**src/rtl/pet_pkg.sv**
```systemverilog
// Shared types and constants for the virtual-pet mood engine.
package pet_pkg;

  typedef enum logic [1:0] {
    AWAKE    = 2'd0,
    SLEEP    = 2'd1,
    CRITICAL = 2'd2
  } pet_state_e;

  localparam logic [1:0] FACE_SAD     = 2'b00;
  localparam logic [1:0] FACE_HAPPY   = 2'b01;
  localparam logic [1:0] FACE_NEUTRAL = 2'b10;

  localparam logic [1:0] ICON_HEALTH = 2'b00;
  localparam logic [1:0] ICON_ENERGY = 2'b01;
  localparam logic [1:0] ICON_FOOD   = 2'b10;
  localparam logic [1:0] ICON_FUN    = 2'b11;

  // Position of each need inside the packed stat vector {fun,energy,food,health}
  localparam int IDX_HEALTH = 0;
  localparam int IDX_FOOD   = 1;
  localparam int IDX_ENERGY = 2;
  localparam int IDX_FUN    = 3;

  // Icon shown at each step of the happy-face rotation: health, food, energy, fun
  function automatic logic [1:0] rot_icon(input logic [1:0] idx);
    logic [1:0] icon;
    unique case (idx)
      2'd0:    icon = ICON_HEALTH;
      2'd1:    icon = ICON_FOOD;
      2'd2:    icon = ICON_ENERGY;
      default: icon = ICON_FUN;
    endcase
    return icon;
  endfunction

endpackage

```
**src/rtl/pet_tick_gen.sv**
```systemverilog
// Time base for the pet: a prescaler producing base_tick every TICK_DIV cycles and
// a second counter producing decay_strobe every DECAY_TICKS base ticks.
module pet_tick_gen #(
  parameter int TICK_DIV    = 50_000_000,
  parameter int DECAY_TICKS = 10
) (
  input  logic clk,
  input  logic reset,
  output logic base_tick,
  output logic decay_strobe
);

  localparam int PW = (TICK_DIV > 1) ? $clog2(TICK_DIV) : 1;
  localparam int DW = (DECAY_TICKS > 1) ? $clog2(DECAY_TICKS) : 1;

  logic [PW-1:0] presc_q, presc_d;
  logic [DW-1:0] decay_cnt_q, decay_cnt_d;

  // Pulses are decoded from the terminal count; both counters wrap on their pulse
  always_comb begin
    base_tick    = (presc_q == PW'(TICK_DIV - 1));
    decay_strobe = base_tick && (decay_cnt_q == DW'(DECAY_TICKS - 1));
    presc_d      = base_tick ? '0 : presc_q + PW'(1);
    decay_cnt_d  = decay_cnt_q;
    if (base_tick) begin
      decay_cnt_d = decay_strobe ? '0 : decay_cnt_q + DW'(1);
    end
  end

  // Counter registers, cleared by reset so no stale strobe survives it
  always_ff @(posedge clk) begin
    if (!reset) begin
      presc_q     <= '0;
      decay_cnt_q <= '0;
    end else begin
      presc_q     <= presc_d;
      decay_cnt_q <= decay_cnt_d;
    end
  end

endmodule

```
**src/rtl/pet_mood_select.sv**
```systemverilog
// Virtual-pet state engine: holds the four need levels, decays them, applies player
// actions and produces the registered 4-bit figure code {face, icon} for the LCD writer.
// Optional feature: define PET_ROTATE_EN to rotate the icon on every base tick while
// the face is happy.
module pet_mood_select
  import pet_pkg::*;
#(
  parameter int TICK_DIV    = 50_000_000,
  parameter int DECAY_TICKS = 10,
  parameter int STAT_MAX    = 10,
  parameter int STEP        = 3,
  parameter int LOW_THR     = 3,
  parameter int HIGH_THR    = 7,
  localparam int SW         = $clog2(STAT_MAX + 1)
) (
  input  logic          clk,
  input  logic          reset,
  input  logic          btn_feed,
  input  logic          btn_play,
  input  logic          btn_heal,
  input  logic          btn_sleep,
  output logic [3:0]    select_figures,
  output logic          sleeping,
  output logic [4*SW-1:0] stats
);

  localparam logic [SW:0]   STEP_W = (SW+1)'(STEP);
  localparam logic [SW:0]   ONE_W  = (SW+1)'(1);
  localparam logic [SW:0]   MAX_W  = (SW+1)'(STAT_MAX);
  localparam logic [SW-1:0] MAX_S  = SW'(STAT_MAX);
  localparam logic [SW-1:0] STEP_S = SW'(STEP);
  localparam logic [SW-1:0] LOW_S  = SW'(LOW_THR);
  localparam logic [SW-1:0] HIGH_S = SW'(HIGH_THR);

  pet_state_e          state_q, state_d;
  logic [3:0][SW-1:0]  stat_q, stat_d;
  logic [3:0]          fig_q, fig_d;
  logic                base_tick, decay_strobe;
  logic [SW-1:0]       min_v;
  logic [1:0]          icon_low;
  logic                all_high, happy;

  // Add then decrement in one extra bit so action and decay saturate only once
  function automatic logic [SW-1:0] sat_step(input logic [SW-1:0] v,
                                             input logic [SW:0]   inc,
                                             input logic          dec);
    logic [SW:0] t;
    t = {1'b0, v} + inc;
    if (dec) t = (t == '0) ? '0 : t - ONE_W;
    if (t > MAX_W) t = MAX_W;
    return t[SW-1:0];
  endfunction

  pet_tick_gen #(
    .TICK_DIV    (TICK_DIV),
    .DECAY_TICKS (DECAY_TICKS)
  ) u_tick_gen (
    .clk          (clk),
    .reset        (reset),
    .base_tick    (base_tick),
    .decay_strobe (decay_strobe)
  );

  // Next need levels for the current mode, actions and decay strobe
  always_comb begin
    stat_d = stat_q;
    unique case (state_q)
      AWAKE: begin
        stat_d[IDX_HEALTH] = sat_step(stat_q[IDX_HEALTH], btn_heal ? STEP_W : '0, decay_strobe);
        stat_d[IDX_FOOD]   = sat_step(stat_q[IDX_FOOD],   btn_feed ? STEP_W : '0, decay_strobe);
        stat_d[IDX_ENERGY] = sat_step(stat_q[IDX_ENERGY], '0,                     decay_strobe);
        stat_d[IDX_FUN]    = sat_step(stat_q[IDX_FUN],    btn_play ? STEP_W : '0, decay_strobe);
      end
      SLEEP: begin
        stat_d[IDX_HEALTH] = sat_step(stat_q[IDX_HEALTH], btn_heal ? STEP_W : '0, decay_strobe);
        stat_d[IDX_FOOD]   = sat_step(stat_q[IDX_FOOD],   '0,                     decay_strobe);
        stat_d[IDX_ENERGY] = sat_step(stat_q[IDX_ENERGY], decay_strobe ? ONE_W : '0, 1'b0);
        stat_d[IDX_FUN]    = sat_step(stat_q[IDX_FUN],    '0,                     decay_strobe);
      end
      CRITICAL: begin
        if (btn_heal) stat_d[IDX_HEALTH] = STEP_S;
      end
      default: ;
    endcase
  end

  // Mode transitions look at the upcoming levels; empty health always wins
  always_comb begin
    state_d = state_q;
    unique case (state_q)
      AWAKE: begin
        if (stat_d[IDX_HEALTH] == '0)      state_d = CRITICAL;
        else if (btn_sleep)                state_d = SLEEP;
      end
      SLEEP: begin
        if (stat_d[IDX_HEALTH] == '0)      state_d = CRITICAL;
        else if (btn_sleep || stat_d[IDX_ENERGY] == MAX_S) state_d = AWAKE;
      end
      CRITICAL: begin
        if (btn_heal)                      state_d = AWAKE;
      end
      default:                             state_d = AWAKE;
    endcase
  end

`ifdef PET_ROTATE_EN
  logic [1:0] rot_q, rot_d;

  // Rotation index advances on base ticks while happy and restarts at health otherwise
  always_comb begin
    if (!happy)         rot_d = 2'd0;
    else if (base_tick) rot_d = rot_q + 2'd1;
    else                rot_d = rot_q;
  end

  // Rotation index register
  always_ff @(posedge clk) begin
    if (!reset) rot_q <= 2'd0;
    else        rot_q <= rot_d;
  end
`else
  logic base_tick_unused;
  assign base_tick_unused = base_tick;
`endif

  // Figure code from the current levels: lowest stat picks the icon, ties favour health
  always_comb begin
    min_v    = stat_q[IDX_HEALTH];
    icon_low = ICON_HEALTH;
    if (stat_q[IDX_FOOD] < min_v) begin
      min_v    = stat_q[IDX_FOOD];
      icon_low = ICON_FOOD;
    end
    if (stat_q[IDX_ENERGY] < min_v) begin
      min_v    = stat_q[IDX_ENERGY];
      icon_low = ICON_ENERGY;
    end
    if (stat_q[IDX_FUN] < min_v) begin
      min_v    = stat_q[IDX_FUN];
      icon_low = ICON_FUN;
    end
    all_high = (stat_q[IDX_HEALTH] >= HIGH_S) && (stat_q[IDX_FOOD] >= HIGH_S) &&
               (stat_q[IDX_ENERGY] >= HIGH_S) && (stat_q[IDX_FUN] >= HIGH_S);
    happy    = (state_q == AWAKE) && all_high && !(min_v < LOW_S);
    unique case (state_q)
      CRITICAL: fig_d = 4'b0000;
      SLEEP:    fig_d = {FACE_NEUTRAL, ICON_ENERGY};
      default: begin
        if (min_v < LOW_S) fig_d = {FACE_SAD, icon_low};
        else if (happy)    fig_d = {FACE_HAPPY, icon_low};
        else               fig_d = {FACE_NEUTRAL, icon_low};
`ifdef PET_ROTATE_EN
        if (happy) fig_d[1:0] = rot_icon(rot_q);
`endif
      end
    endcase
  end

  // State, need levels and the registered figure code
  always_ff @(posedge clk) begin
    if (!reset) begin
      state_q <= AWAKE;
      stat_q  <= {4{MAX_S}};
      fig_q   <= {FACE_HAPPY, ICON_HEALTH};
    end else begin
      state_q <= state_d;
      stat_q  <= stat_d;
      fig_q   <= fig_d;
    end
  end

  assign select_figures = fig_q;
  assign sleeping       = (state_q == SLEEP);
  assign stats          = stat_q;

endmodule

```
**config.mk**
```make
export PLATFORM = sky130hd
export DESIGN_NAME = pet_mood_select
export DESIGN_NICKNAME = d
export VERILOG_FILES = /design/src/rtl/pet_pkg.sv /design/src/rtl/pet_tick_gen.sv /design/src/rtl/pet_mood_select.sv
export SDC_FILE = /design/constraint.sdc
export NUM_CORES = 1
export LEC_CHECK = 0
export BUFFER_PORTS_ARGS = -buffer_cell sky130_fd_sc_hd__buf_2
export CAP_MARGIN = 20
export CORE_UTILIZATION = 50
export DETAILED_ROUTE_END_ITERATION = 6
export PLACE_DENSITY = 0.66
export SYNTH_ARGS = -nofsm -noshare
export SYNTH_HDL_FRONTEND = slang
export SYNTH_SLANG_ARGS = --single-unit
```
**constraint.sdc**
```tcl
create_clock -name clk -period 13.56 [get_ports clk]
set_input_delay 3.39 -clock clk [delete_from_list [all_inputs] [get_ports clk]]
set_output_delay 3.39 -clock clk [all_outputs]
set_load 0.01 [all_outputs]
```
==> flow_summary.yaml, run 1 <==
outcome:
  outcome: "completed"
cts:
  cts_root_buf: "clkbuf_8"
  cts.sinks: 52
  cts_tree: "yes"
  clk_latency_ns: 0.32
  ctsHoldBuffers: 0
  htreeDepth: 2
  post-cts-setup-buffers: 0
  cts_buffers: 5
  ctsResizeCount: 0
  clk_pin_slew_ns: 0.11
  cts_buffer_depth: 2
power_and_ir_drop:
  comb_power_share_pct: 66.1
  peakVddDrop_mv: 0.0821
  clkPwrFrac_pct: 9.6
  p_int_uw: 490
  p_sw_uw: 494
  p_total_uw: 984
  swShare_pct: 50.2
  leakagePower_uw: 0.00177
  power_density_mw_per_mm2: 219
  p_seq_share_pct: 24.3
sta:
  fmax_ghz: 0.172
  setup_tns_ns: 0
  layout_min_cycle_time_ns: 5.80
  rsz0062_at_grt: "no"
  tightestPinTransition_ns: 0.903
  hold_viol_final: 0
  post-route-period-util_pct: 42.8
  relSlewSlack_pct: 39.6
  clock-skew-final_ns: 0.0148
  hold_slack_ns: 0.471
  finalSetupViolCount: 0
  slew_violations: 0
yosys:
  ys_seq_area_share_pct: 24.5
  ys_warn_count: 0
  synth_top_cell_area_share_pct: 24.5
  synthFlopType: "dfxtp_1"
  async_reset_ff_share_pct: 0
  ys_top_cells_by_area: "dfxtp_1 25%, ha_1 9.4%, nor2_1 5.4%"
  yosys_register_bits: 52
  synth_top_cell_by_area: "dfxtp_1"
  syn_area_per_cell_um2: 7.87
  syn-num-nets: 581
  synth_cell_types: 83
  synth_area_mm2: 0.00425
  synth_edf_count: 0
  synthCells: 540
final_layout:
  drive_gt1_share_pct: 11.3
  diodes: 0
  finalNetCount: 590
  area_delta_synth_final_pct: 5.83
worst_setup_path:
  critical_path.max_fanout: 5
  worst_setup_path_end_kind: "register"
  rr_startpoint: "stats[2]"
  r2r-end: "select_figures[2]"
  worst_ep_arrival_time_ns: 6.02
  startpoint_type: "input port"
  r2r_cells: 22
  cp.required_ns: 13.78
  r2r_setup_slack_ns: 7.82
  setup.worst_path.class: "input port to register"
min_path:
  hold_start: "u_tick_gen.presc_q[0]"
  hp-class: "register to register"
  min_path_cells: 1
  min_to: "u_tick_gen.presc_q[0]"
detailed_routing:
  drt_iter0_markers: 186
  wl_per_cell_um: 16.0
  drc: 0
  dr.pass1.iters: 5
  via_per_inst: 6.19
  drtAntennaViolNets: 0
  vias: 4053
  wl_um: 10500
grt:
  grt_usage_pct: 24.6
  grt_pass1_wl_um: 17500
  antenna_found_initial: 0
  grt_overflow: 0
  first_global_vias: 3813
  grt_max_degree: 27
job:
  maxCapViolations: 0
die:
  boundaryPins: 27
  coreArea_mm2: 0.00822
  initial_core_util_pct: 51.7
  die_w_um: 94.2
  die_area_mm2: 0.00887
  rows: 33
  die_h_um: 94.2
placement:
  port_buffers: 26
  dp_hpwl_um: 7820
  place_congestion: 0.900
[flip-flops by register name (all words and copies together), names as in the netlist]
signal                  flops
stats                      16
u_tick_gen.decay_cnt_q      4
select_figures              4
state_q                     2
u_tick_gen.presc_q         26
[cell type report]
cell class                      count  area (µm²)
Clock buffer                        5        68.8
Sequential cell                    52        1040
Tap cell                          105         131
Inverter                           36         140
Clock inverter                      3        25.0
Multi-Input combinational cell    427        2950
Fill cell                         786        3720
Timing Repair Buffer               27         138
[stage by stage]
| step | cell area (µm²) | std cells | util (%) | setup WS, ns |
|---|---|---|---|---|
| after floorplan | 4250 | 540 | - | 7.87 |
| after global placement | 4400 | 647 | 53.6 | 7.59 |
| after detailed placement | 4400 | 647 | 53.6 | 7.50 |
| after CTS | 4500 | 655 | 54.7 | 7.81 |
| after global routing | 4500 | 655 | 54.7 | 7.32 |
| final | 4500 | 655 | 54.7 | 7.76 |
[layer usage]
layer  GRT usage (%)  wire (µm)
met3            3.24        599
met5               0          0
met2            42.7       5030
met4            8.85        181
met1            30.8       4670
[synthesized netlist by cell type (all sizes together) (5+ instances only)]
cell    number
o31ai        7
and2         5
xnor2       14
mux2i        7
nand4       14
a21oi       28
nor3        18
nor2b        5
nor4         9
dfxtp       52
clkbuf      21
o211ai       7
and4         5
nand2       38
a211oi      12
ha          32
inv         33
nor2        62
and3        10
or2          5
o21ai       25
xor2        19
or3          7
nand3       20
a31oi       11
[power by group through the flow]
stage / registers [µW] / clock network [µW] / logic (µW)
3_5_place_dp: 242 / 0 / 639
6_report: 239 / 94.0 / 650
2_1_floorplan: 218 / 0 / 518
3_3_place_gp: 241 / 0 / 631
4_1_cts: 238 / 96.7 / 644
5_1_grt: 245 / 102 / 731
[logic make-up after synthesis]
family / synth area share (%)
simple gates: 26.9
compound gates: 23.0
buf+inv: 6.01
flops: 24.5
fa+ha+maj: 10.8
xor+xnor: 6.80
mux: 1.91
[cells in the final DEF, fill, tap and decap left out, drive strengths merged, types with 3 or more instances in the layout]
master  count
nor2       62
dfxtp      52
nand2      38
inv        35
ha         32
a21oi      28
buf        27
o21ai      25
nand3      20
xor2       19
nor3       18
xnor2      14
nand4      14
a211oi     12
a31oi      11
and3       10
nor4        9
mux2i       7
o31ai       7
or3         7
o211ai      7
or2         5
and2        5
nor2b       5
and4        5
clkbuf      5
nand2b      4
a31o        4
o22ai       4
o21a        3
a22oi       3
fa          3
clkinv      3
[worst max-delay path, cell delays in order]
cell and delay, ns:
buf_2 0.14, ha_1 0.24, fa_1 0.56, inv_1 0.11, ha_1 0.35, o21a_1 0.15, o32ai_1 0.06, o21ai_0 0.30
o2111ai_2 0.18, a21oi_2 0.17, nand4_1 0.13, o41ai_1 0.25
[how the worst max path moves through the flow]
stage,startpoint,to,slack [ns]
floorplan,btn_heal,state_q[1],7.87
global placement,btn_heal,state_q[1],7.59
detailed placement,btn_heal,state_q[1],7.50
CTS,btn_heal,state_q[1],7.81
global route,stats[2],select_figures[3],7.32
finish,btn_heal,state_q[1],7.76
No activity file was read; power rests on OpenSTA's default activity.
==> inputs of run 2 (changes only) <==
==> constraint.sdc (replaced) <==
create_clock -name clk -period 5.75 [get_ports clk]
set_input_delay 1.4375 -clock clk [delete_from_list [all_inputs] [get_ports clk]]
set_output_delay 1.4375 -clock clk [all_outputs]
set_load 0.01 [all_outputs]
==> flow_summary.yaml, run 2 (synthesized netlist as in run 1, its figures left out) <==
outcome:
  outcome: "completed"
detailed_routing:
  drt_iter0_markers: 267
  wl_um: 10900
  drtAntennaViolNets: 0
  wl_per_cell_um: 16.5
  dr.pass1.iters: 5
  drc: 0
  via_per_inst: 6.10
  vias: 4023
worst_setup_path:
  r2r_cells: 22
  crit_cells: 22
  setup.worst_path.class: "register to register"
  critPathCapture: "select_figures[3]"
  worst_ep_arrival_time_ns: 5.53
  cpMaxStageDelayCell: "nor4_1"
  critical_path.max_fanout: 10
  rr_startpoint: "stats[3]"
  cp.required_ns: 5.94
  slowest_delay_ns: 0.53
  crit_path_start: "stats[3]"
  crit_chain: "inv_1 > ha_1 > o21a_1 > or2_2 > and2_1 > mux2i_1 > inv_1 > ha_1 > nor2b_1 > nor4_1 > nand2_1 > o211ai_2 > mux2_2 > inv_1 > ha_1 > a21oi_1 > o21bai_1 > a2111o_1 > o31ai_2 > a211oi_1 > o31ai_1 > a21oi_1"
  r2r_setup_slack_ns: 0.41
  worst_setup_path_end_kind: "register"
  cp_top_family: "compound AO/OA/AOI/OAI gates"
  startpoint_type: "register"
  cp.buffers_inverters: 3
  r2r-end: "select_figures[3]"
final_layout:
  area_delta_synth_final_pct: 7.48
  final_common_cell: "nor2_1"
  largest_reg_flops: 26
  finalNetCount: 595
  fillers: 801
  finalCoreUtilization_pct: 55.6
  layoutNonFillerInstCount: 660
  final_cell_mix: "61 x nor2_1, 52 x dfxtp_1, 38 x nand2_1"
  diodes: 0
  drive_gt1_share_pct: 12.3
  largest-register: "u_tick_gen.presc_q"
die:
  die_w_um: 94.2
  die_area_mm2: 0.00887
  coreArea_mm2: 0.00822
  boundaryPins: 27
  die_h_um: 94.2
  initial_core_util_pct: 51.7
  rows: 33
cts:
  cts.sinks: 52
  ctsResizeCount: 0
  clk_latency_ns: 0.32
  htreeDepth: 2
  ctsHoldBuffers: 0
  cts_root_buf: "clkbuf_8"
  post-cts-setup-buffers: 0
  cts_buffers: 5
  cts_buffer_depth: 2
  cts_tree: "yes"
  clk_pin_slew_ns: 0.11
placement:
  dp_cells: 652
  place_congestion: 0.910
  port_buffers: 26
  dp_hpwl_um: 8240
power_and_ir_drop:
  power_density_mw_per_mm2: 532
  leakagePower_uw: 0.00182
  peakVddDrop_mv: 0.186
sta:
  layout_min_cycle_time_ns: 5.34
  post-route-period-util_pct: 92.9
  tightestPinTransition_ns: 0.889
  slew_violations: 0
  setup_tns_ns: 0
  hold_viol_final: 0
  fmax_ghz: 0.187
  hold_slack_ns: 0.477
  rsz0062_at_grt: "no"
  finalSetupViolCount: 0
  relSlewSlack_pct: 40.5
  clock-skew-final_ns: 0.00956
min_path:
  min_path_cells: 1
  hp-class: "register to register"
grt:
  grt_overflow: 0
  first_global_vias: 3776
  grt_usage_pct: 26.0
  antenna_found_initial: 0
  grt_pass1_wl_um: 18000
  grt_max_degree: 27
job:
  maxCapViolations: 0
==> run 2: cell types whose count changed in the layout (fill, tap and decap cells not counted) <==
| cell | delta |
|---|---|
| o31ai_2 | +1 |
| clkbuf_8 | +1 |
| buf_4 | +5 |
| inv_6 | -2 |
| clkinvlp_4 | -1 |
| clkinv_4 | +1 |
| bufinv_16 | +1 |
| o31ai_1 | -1 |
==> run 2: layout make-up <==
type	count	area (µm²)	area share (%)
sequential	52	1040	22.8
multi-input combinational	427	2960	64.8
timing repair buffer	32	175	3.84
tap	105	131	2.88
inverter	36	140	3.07
clock buffer	6	82.6	1.81
clock inverter	2	38.8	0.850
==> run 2: how the worst min path moves through the flow <==
stage                                startpoint  slack [ns]                     to
final                     u_tick_gen.presc_q[0]        0.48  u_tick_gen.presc_q[0]
after global placement    u_tick_gen.presc_q[0]        0.45  u_tick_gen.presc_q[0]
after global routing      u_tick_gen.presc_q[0]        0.50  u_tick_gen.presc_q[0]
after CTS                 u_tick_gen.presc_q[0]        0.48  u_tick_gen.presc_q[0]
after floorplan           u_tick_gen.presc_q[0]        0.43  u_tick_gen.presc_q[0]
after detailed placement  u_tick_gen.presc_q[0]        0.46  u_tick_gen.presc_q[0]
==> run 2: metal layers <==
metal  vias up  routed length [µm]  GRT usage (%)
met2       104                5420           45.4
li1       2003                   -              -
met5         -                   0              0
met3        18                 517           4.05
met1      1898                4740           31.7
met4         0                 240           9.62
==> run 2: power by group <==
part / internal [µW] / switching [µW]
sequential: 423 / 105
clock: 143 / 134
combinational: 667 / 956
==> run 2: per-stage QoR <==
stage	cell area, µm²	worst slack [ns]	power [µW]
6_report	4570	0.409	2430
3_3_place_gp	4440	0.543	2080
5_1_grt	4570	0.0190	2640
2_1_floorplan	4250	0.580	1740
4_1_cts	4560	0.321	2400
3_5_place_dp	4440	0.349	2110
